`src/rtl/dcfifo_pkg.sv`:
```
// Shared dual-clock FIFO helpers: gray decode, popcount and the default synchronizer depth.
// Pure functions and constants; no latency or backpressure of their own.
package dcfifo_pkg;

  localparam int DEFAULT_SYNC_STAGES = 2;

  // Upper bits zero-extended by the caller fold to 0, so one 32-bit form serves every width.
  function automatic logic [31:0] gray2bin(input logic [31:0] g);
    logic [31:0] b;
    b[31] = g[31];
    for (int i = 30; i >= 0; i--) begin
      b[i] = b[i+1] ^ g[i];
    end
    return b;
  endfunction

  function automatic int unsigned popcount(input logic [31:0] v);
    int unsigned cnt;
    cnt = 0;
    for (int i = 0; i < 32; i++) begin
      cnt = cnt + 32'(v[i]);
    end
    return cnt;
  endfunction

endpackage

```
`src/rtl/gray_to_binary.sv`:
```
// Registered gray-to-binary decode, one clock of latency.
// No flow control: a new code is accepted every cycle.
module gray_to_binary
  import dcfifo_pkg::*;
#(
  parameter int WIDTH = 5
) (
  input  logic             clock,
  input  logic             sclr_n,
  input  logic [WIDTH-1:0] din,
  output logic [WIDTH-1:0] dout
);

  always_ff @(posedge clock) begin
    if (!sclr_n) begin
      dout <= '0;
    end else begin
      dout <= WIDTH'(gray2bin(32'(din)));
    end
  end

endmodule

```
`src/rtl/gray_ptr_receiver.sv`:
```
// Read-side receiver of a gray write pointer; wr_ptr_bin/used_words/empty follow wr_ptr_gray after SYNC_STAGES+1 edges.
// No backpressure: reads are taken while not empty, a read on empty pulses underflow and is dropped.
module gray_ptr_receiver
  import dcfifo_pkg::*;
#(
  parameter int WIDTH       = 5,
  parameter int SYNC_STAGES = DEFAULT_SYNC_STAGES
) (
  input  logic             clock,
  input  logic             sclr_n,
  input  logic [WIDTH-1:0] wr_ptr_gray,
  input  logic             rd_en,
  output logic [WIDTH-1:0] rd_ptr_bin,
  output logic [WIDTH-1:0] wr_ptr_bin,
  output logic [WIDTH-1:0] used_words,
  output logic             empty,
  output logic             underflow,
  output logic             gray_err
);

  (* async_reg = "true", dont_touch = "true" *) logic [WIDTH-1:0] sync [SYNC_STAGES];

  logic [WIDTH-1:0] sync_last;
  logic [WIDTH-1:0] prev;
  logic [WIDTH-1:0] wr_bin_now;
  logic [WIDTH-1:0] rd_ptr_next;
  logic             rd_accept;

  always_ff @(posedge clock) begin
    if (!sclr_n) begin
      for (int i = 0; i < SYNC_STAGES; i++) begin
        sync[i] <= '0;
      end
    end else begin
      sync[0] <= wr_ptr_gray;
      for (int i = 1; i < SYNC_STAGES; i++) begin
        sync[i] <= sync[i-1];
      end
    end
  end

  assign sync_last = sync[SYNC_STAGES-1];

  gray_to_binary #(
    .WIDTH (WIDTH)
  ) u_decode (
    .clock  (clock),
    .sclr_n (sclr_n),
    .din    (sync_last),
    .dout   (wr_ptr_bin)
  );

  // Occupancy and empty use the pre-register decode so they land on the same edge as wr_ptr_bin.
  always_comb begin
    wr_bin_now  = WIDTH'(gray2bin(32'(sync_last)));
    rd_accept   = rd_en & ~empty;
    rd_ptr_next = rd_ptr_bin + WIDTH'(rd_accept);
  end

  always_ff @(posedge clock) begin
    if (!sclr_n) begin
      rd_ptr_bin <= '0;
      used_words <= '0;
      empty      <= 1'b1;
      underflow  <= 1'b0;
      prev       <= '0;
      gray_err   <= 1'b0;
    end else begin
      rd_ptr_bin <= rd_ptr_next;
      used_words <= wr_bin_now - rd_ptr_next;
      empty      <= (wr_bin_now == rd_ptr_next);
      underflow  <= rd_en & empty;
      prev       <= sync_last;
      // Reported only; the decoded pointer is still taken as-is.
      gray_err   <= (popcount(32'(sync_last ^ prev)) > 32'd1);
    end
  end

endmodule

```
`config.mk`:
```
export PLATFORM = sky130hd
export DESIGN_NAME = gray_ptr_receiver
export DESIGN_NICKNAME = d
export VERILOG_FILES = /design/src/rtl/dcfifo_pkg.sv /design/src/rtl/gray_to_binary.sv /design/src/rtl/gray_ptr_receiver.sv
export SDC_FILE = /design/constraint.sdc
export NUM_CORES = 1
export LEC_CHECK = 0
export CAP_MARGIN = 20
export CORE_ASPECT_RATIO = 1.5
export CORE_MARGIN = 2
export CORE_UTILIZATION = 33
export CTS_CLUSTER_DIAMETER = 150
export DETAILED_ROUTE_END_ITERATION = 6
export PLACE_DENSITY = 0.52
export SLEW_MARGIN = 25
export SYNTH_ARGS = -nofsm -noshare
export SYNTH_HDL_FRONTEND = slang
export SYNTH_SLANG_ARGS = --single-unit
```
`constraint.sdc`:
```
create_clock -name clock -period 8.4 [get_ports clock]
set_clock_uncertainty 0.2 [all_clocks]
set_input_delay 1.68 -clock clock [delete_from_list [all_inputs] [get_ports clock]]
set_output_delay 1.68 -clock clock [all_outputs]
set_load 0.01 [all_outputs]
```
==> results.toml, run 1 <==
[grt]
grt_max_degree = 24
antenna_found_initial = 0
grt_pass1_vias = 793
grt-ovfl-total = 0
grt_use_total = 0.116
grt_pass1_wl_um = 3490

[worst_setup_path]
worstPathMaxFanout = 3
r2r_end = "used_words[4]"
required_ns = 8.36
cp-end-kind = "flip-flop"
arrival_ns = 3.73
crit_chain = "clkdlybuf4s50_1 > nor2b_1 > ha_1 > ha_1 > fa_1 > a21oi_1 > a211oi_1 > nor3_1 > nor3_2"
worstSetupPathType = "input port to flip-flop"
cpMaxStageDelayCell = "fa_1"
reg2reg_depth = 9
startpoint = "rd_en"
cp_common_cell = "ha_1"
start_kind = "input port"
ff2ff_setup_slack_ns = 5.44
slowest_delay_ns = 0.46
timing.rr.start = "sync[0][9]"

[routing]
drt_iter0_drc = 5
drt_pass1_iterations = 4
num_vias = 794
vias_per_cell = 4.41
ant_nets = 0
wl_um = 1990
wl_per_cell_um = 11.1
drc = 0

[sta]
final_hold_viol_count = 0
worst_pin_slew_ns = 0.710
maxSlewHeadroom = 0.525
min_period_ns = 3.76
drv_slew = 0
rsz0062_at_grt = "false"
fmax_ghz = 0.266
setup_violations = 0
setup-tns-final_ns = 0
min_period_over_period = 0.448

[outcome]
status = "complete, no violations"

[synthesis]
syn-instance-count = 108
synth_warnings = 0
syn_nets = 123
synthesis.area_um2 = 1210
synth-seq-area-share = 0.531
synthMostInstantiatedCell = "dfxtp_1"
synth_top_area_share = 0.531
yosys-top-cells-area = "dfxtp_1 (53%), and2_1 (9.9%), xor2_1 (8.0%)"
synth.distinct_cells = 24
synth_edf_count = 0
synth-main-ff-cell = "dfxtp_1"
syn_area_per_cell_um2 = 11.2
synth_area_leader_cell = "dfxtp_1"
async_flop_share = 0
synth-seq-cells = 32
synthTopCellsByCount = "dfxtp_1 (32), and2_1 (19), nor2_1 (11), xor2_1 (11), ha_1 (5)"

[floorplan]
core_region_area_um2 = 3450
die-area_um2 = 4160
die_y_um = 78.0
die_w_um = 53.4
rows = 26
num_io_pins = 26
initial_core_util = 0.350

[place]
post_dp_cell_area_um2 = 1490
dp_hpwl_um = 1480
port_buffers = 25
place_congestion = 0.725

[pwr]
p_leak_nw = 0.698
power_density_nw_per_um2 = 234
peakVddDrop_mv = 0.114

[layout]
final_layout_size_suffix_gt1_frac = 0.101
fillers = 368
fin_util = 0.466
fin_area_um2 = 1610
area_growth_pct = 33.1
regArea_um2 = 641
num-nets-final = 152
multi_input_area_um2 = 536
antenna_cells = 0

[clock_tree]
path_clk_slew_ns = 0.07
clock_sinks = 32
htree_levels = 2
cts_tree = "done"
root_buffer = "clkbuf_8"
post_cts_buffers = 0
cts_resized = 0
clk_path_buf_depth = 2
clock_latency_ns = 0.28
cts_buffers = 5
hold_buffers = 0

[worst_hold_path]
hold_class = "flip-flop to flip-flop"
hold_path_end = "sync[0][6]"
hp-start = "sync[0][1]"
holdPathStages = 1

[flow_run]
max_cap_violations = 0
==> flip-flops by register name, indices dropped and copies added (netlist names) <==
name           count
used_words         5
sync              10
empty              1
prev               4
rd_ptr_bin         5
underflow          1
gray_err           1
u_decode.dout      5
==> logic make-up (layout without fill, tap and decap cells) <==
family | after synthesis | in the layout | synth area share
compound gates | 6 | 6 | 0.0332
xor+xnor | 17 | 17 | 0.142
fa+ha+maj | 8 | 8 | 0.0944
buf+inv | 7 | 37 | 0.0249
flops | 32 | 32 | 0.531
simple gates | 38 | 38 | 0.174
==> how the worst max path moves through the flow <==
stage	to
final	used_words[4]
after global routing	used_words[4]
after CTS	used_words[4]
after detailed placement	used_words[4]
after global placement	used_words[3]
after floorplan	used_words[4]
==> layer usage <==
layer,GRT usage,part of all wire
met2,0.188,0.49
met1,0.122,0.40
met4,0.0692,0.032
met5,0,0
met3,0.0437,0.071
==> metrics by stage <==
stage / setup WS (ns) / hold slack (ns) / power [mW] / std cells
2_1_floorplan: 4.88 / 0.206 / 0.207 / 108
3_3_place_gp: 4.38 / 0.209 / 0.234 / 172
3_5_place_dp: 4.35 / 0.212 / 0.235 / 172
4_1_cts: 4.63 / 0.230 / 0.381 / 180
5_1_grt: 4.46 / 0.245 / 0.397 / 180
6_report: 4.64 / 0.228 / 0.375 / 180
==> placed cells by master, fill, tap and decap left out <==
| master | count |
|---|---|
| xnor2_1 | 4 |
| dfxtp_1 | 32 |
| nor2_1 | 11 |
| clkdlybuf4s50_1 | 25 |
| and2_1 | 19 |
| inv_2 | 1 |
| fa_1 | 2 |
| xor2_2 | 1 |
| clkbuf_8 | 5 |
| clkinvlp_4 | 1 |
| clkinv_2 | 1 |
| and3_1 | 1 |
| nor3_2 | 1 |
| ha_1 | 5 |
| and2_2 | 1 |
| inv_1 | 3 |
| xor2_1 | 11 |
| nor3_1 | 1 |
| xnor3_2 | 1 |
| nor2b_1 | 1 |
| maj3_2 | 1 |
| o31ai_1 | 1 |
| nand3_1 | 3 |
| bufinv_16 | 1 |
| a211oi_1 | 2 |
| o21a_1 | 1 |
| a21oi_1 | 2 |
==> area by class of cell <==
cell class / count / share of cell area
sequential: 32 / 0.399
multi-input combinational: 69 / 0.334
timing repair buffer: 25 / 0.156
clock buffer: 5 / 0.0429
tap: 42 / 0.0327
clock inverter: 3 / 0.0265
inverter: 4 / 0.00935
==> worst max-delay path: cells and delay by family <==
family          cells  cell delay [ns]
compound gates      2             0.21
fa+ha+maj           3             0.98
buf+inv             1             0.41
simple gates        3             0.45
==> report_power, final <==
group	switching, mW	total [mW]	internal, mW
sequential	0.00438	0.168	0.163
clock	0.0575	0.145	0.0877
combinational	0.0274	0.0621	0.0348
Power figures use the tool's default switching activity.
==> inputs of run 2 (changes only) <==
Clock period 8.4 ns to 3.8 ns, I/O delays scaled along.
==> results.toml, run 2 (synthesis results as in run 1) <==
[sta]
min_period_over_period = 0.781
drv_slew = 0
rsz0062_at_grt = "false"
maxSlewHeadroom = 0.557
min_period_ns = 2.97
fmax_ghz = 0.337
setup_violations = 0
worst_pin_slew_ns = 0.663
whs_ns = 0.226
setup_ws_ns = 0.832
setup-tns-final_ns = 0
final_hold_viol_count = 0

[pwr]
power.total_uw = 821
pwr-share-comb = 0.167
clkPwrFrac = 0.381
p_int_uw = 632
p_seq_frac = 0.452
p_leak_nw = 0.699
peakVddDrop_mv = 0.243
power_density_nw_per_um2 = 513
power.switching_uw = 189
p_sw_frac = 0.230

[worst_hold_path]
hold_class = "flip-flop to flip-flop"

[grt]
grt_pass1_wl_um = 3590
grt_use_total = 0.121
grt_pass1_vias = 779
antenna_found_initial = 0
grt-ovfl-total = 0
grt_max_degree = 24

[place]
dp_hpwl_um = 1490
port_buffers = 25
place_congestion = 0.725
post_dp_cell_area_um2 = 1490
place_ws_ns = 0.663

[layout]
fillers = 349
final_common_cell = "dfxtp_1"
final_layout_size_suffix_gt1_frac = 0.0942
largest-register = "sync"
layout_common_cells = "dfxtp_1 (32), clkdlybuf4s50_1 (25), and2_1 (19)"
largest_reg_flops = 10
area_growth_pct = 32.8
multi_input_area_um2 = 536
fin_area_um2 = 1600
regArea_um2 = 641
antenna_cells = 0
num-nets-final = 152

[clock_tree]
cts_resized = 0
clk_path_buf_depth = 2
post_cts_buffers = 0
cts_tree = "done"
path_clk_slew_ns = 0.06
clock_sinks = 32
clock_latency_ns = 0.28
cts_buffers = 5
hold_buffers = 0
root_buffer = "clkbuf_8"
htree_levels = 2

[worst_setup_path]
slowest_delay_ns = 0.56
cp-end-kind = "flip-flop"
cpMaxStageDelayCell = "xnor3_2"
worst-path-buf-inv = 0
start_kind = "flip-flop"
worstPathMaxFanout = 6
worstSetupPathType = "flip-flop to flip-flop"
arrival_ns = 2.93
crit_chain = "xnor3_2 > xor2_2 > xor2_1 > ha_1 > fa_1 > a21oi_1 > a211oi_1 > nor3_1 > nor3_2"
crit_family = "XOR/XNOR gates"
required_ns = 3.76

[floorplan]
initial_core_util = 0.350
die-area_um2 = 4160
die_w_um = 53.4
die_y_um = 78.0
num_io_pins = 26
core_region_area_um2 = 3450
rows = 26

[routing]
drt_pass1_iterations = 4
num_vias = 789
wl_per_cell_um = 11.3
ant_nets = 0
drc = 0
wl_um = 2030
vias_per_cell = 4.38
drt_iter0_drc = 4

[flow_run]
max_cap_violations = 0

[outcome]
status = "complete, no violations"
==> run 2: changes by cell type in the layout (fill, tap and decap cells not counted), sizes merged <==
| cell | delta |
|---|---|
| clkbuf | +1 |
| clkinvlp | -1 |
==> run 2: final cells by class <==
| type | instances | share of cell area |
|---|---|---|
| sequential | 32 | 0.400 |
| multi-input combinational | 69 | 0.334 |
| timing repair buffer | 25 | 0.156 |
| clock buffer | 6 | 0.0453 |
| tap | 42 | 0.0328 |
| clock inverter | 2 | 0.0219 |
| inverter | 4 | 0.00937 |
==> run 2: routing by layer <==
layer	wire, µm	part of all wire	GRT usage	vias to the layer above
met2	1080	0.53	0.196	24
li1	-	-	-	400
met5	0	0	0	-
met4	54	0.027	0.0692	0
met3	134	0.066	0.0494	6
met1	755	0.37	0.128	359
==> run 2: worst paths after layout <==
kind         startpoint            end  slack, ns  depth (start not counted)
min reg2reg  sync[0][1]     sync[0][6]       0.23                          1
min          sync[0][1]     sync[0][6]       0.23                          1
max          sync[0][9]  used_words[4]       0.83                          9
max reg2reg  sync[0][9]  used_words[4]       0.83                          9
==> run 2: power by group through the flow <==
stage | Clock [mW] | Sequential, mW | Combinational [mW]
after CTS | 0.326 | 0.371 | 0.141
after floorplan | 0 | 0.388 | 0.0700
final | 0.313 | 0.371 | 0.137
after detailed placement | 0 | 0.379 | 0.140
after global placement | 0 | 0.379 | 0.138
after global routing | 0.339 | 0.373 | 0.156
==> run 2: stage by stage <==
stage | instances | util
final | 180 | 0.464
after CTS | 180 | 0.464
after global placement | 172 | 0.433
after floorplan | 108 | -
after detailed placement | 172 | 0.433
after global routing | 180 | 0.464
==> inputs of run 3 (changes only) <==
Settings changed: PLACE_DENSITY 0.52 to 0.54.
Clock period 3.8 ns to 2.7 ns, I/O delays scaled along.
==> results.toml, run 3 (synthesis results as in run 1) <==
[outcome]
status = "complete, no violations"

[worst_setup_path]
ff2ff_setup_slack_ns = 0.12
startpoint = "rd_en"
worstPathMaxFanout = 2
worstSetupPathType = "input port to flip-flop"
arrival_ns = 2.56
start_kind = "input port"
timing.rr.start = "sync[0][7]"
cp-end-kind = "flip-flop"
worstSetupEndpoint = "used_words[3]"
r2r_end = "used_words[4]"
reg2reg_depth = 9
required_ns = 2.67

[place]
port_buffers = 25
place_congestion = 0.794
post_dp_cell_area_um2 = 1570
dp_hpwl_um = 1590

[sta]
rsz0062_at_grt = "false"
whs_ns = 0.225
fmax_ghz = 0.385
min_period_over_period = 0.962
maxSlewHeadroom = 0.724
drv_slew = 0
final_hold_viol_count = 0
worst_pin_slew_ns = 0.412
setup_violations = 0
min_period_ns = 2.60

[layout]
largest_reg_flops = 10
largest-register = "sync"
regArea_um2 = 642
fin_area_um2 = 1720
multi_input_area_um2 = 578
final_layout_size_suffix_gt1_frac = 0.199
layout_common_cells = "dfxtp_1 (31), clkdlybuf4s50_1 (25), and2_1 (19)"
antenna_cells = 0
num-nets-final = 160
fillers = 345
area_growth_pct = 42.9
final_common_cell = "dfxtp_1"

[grt]
use_met2 = 0.199
use_met3 = 0.0532
busiest_layer = "met2"
grt_pass1_wl_um = 3750
grt_use_met1 = 0.140
antenna_found_initial = 0
grt-ovfl-total = 0
grt_max_degree = 18
grt_use_total = 0.128
grt_pass1_vias = 831

[clock_tree]
clock_latency_ns = 0.28
post_cts_buffers = 0
hold_buffers = 0
clk_path_buf_depth = 2
cts_buffers = 5
htree_levels = 2
cts_tree = "done"
path_clk_slew_ns = 0.06
clock_sinks = 32
root_buffer = "clkbuf_8"

[routing]
drt_pass1_iterations = 4
wl_per_cell_um = 11.6
vias_per_cell = 4.36
wl_um = 2170
drt_iter0_drc = 7
num_vias = 819
ant_nets = 0
drc = 0

[pwr]
power_density_nw_per_um2 = 719
peakVddDrop_mv = 0.421
p_leak_nw = 0.749
power.total_mw = 1.24

[floorplan]
die-area_um2 = 4160
num_io_pins = 26
initial_core_util = 0.350
rows = 26
core_region_area_um2 = 3450
die_y_um = 78.0
die_w_um = 53.4

[worst_hold_path]
hold_class = "flip-flop to flip-flop"

[flow_run]
max_cap_violations = 0
run 3: cell count changes in the layout (fill, tap and decap cells not counted), sizes merged:
| cell | previous run | this run |
|---|---|---|
| buf | 0 | 8 |
| clkbuf | 6 | 7 |
| clkinv | 1 | 0 |
run 3: critical path, cell delays in order:
cell and delay (ns):
clkdlybuf4s50_1 0.41, nor2b_1 0.14, ha_1 0.22, ha_4 0.29, inv_1 0.05, ha_1 0.28
a21oi_1 0.09, maj3_2 0.33, xnor2_1 0.16, nor2_1 0.06
run 3: stage by stage:
step / TNS [ns] / instances / utilization / worst slack, ns
after floorplan: 0 / 108 / - / 0.0745
after global placement: -0.360 / 180 / 0.454 / -0.170
after detailed placement: -0.498 / 180 / 0.454 / -0.207
after CTS: 0 / 188 / 0.491 / 0.0446
after global routing: 0 / 188 / 0.500 / 0.00324
final: 0 / 188 / 0.500 / 0.103
run 3: power by group:
| group | switching, mW | total (mW) | internal, mW |
|---|---|---|---|
| registers | 0.0135 | 0.522 | 0.509 |
| logic | 0.0957 | 0.222 | 0.127 |
| clock network | 0.170 | 0.495 | 0.325 |
run 3: layer usage:
layer	vias up	wire (µm)
li1	417	-
met1	371	898
met2	23	1080
met3	8	114
met4	0	81
met5	-	0
run 3: worst min-delay path by stage:
stage | slack (ns) | cells after the start | end | from
after global placement | 0.21 | 1 | sync[0][6] | sync[0][1]
final | 0.23 | 1 | sync[0][6] | sync[0][1]
after CTS | 0.23 | 1 | sync[0][6] | sync[0][1]
after floorplan | 0.21 | 1 | sync[0][6] | sync[0][1]
after detailed placement | 0.21 | 1 | sync[0][6] | sync[0][1]
after global routing | 0.25 | 1 | sync[0][6] | sync[0][1]
run 3: timing repair:
item                       in CTS  in global routing
pin swaps                       1                  2
setup endpoints to repair       1                  1
gates resized for setup         0                  7
run 3: layout make-up:
class,instances,area share
timing repair buffer,33,0.180
clock buffer,7,0.0559
tap,42,0.0305
sequential,32,0.372
inverter,4,0.00871
multi-input combinational,69,0.335
clock inverter,1,0.0174
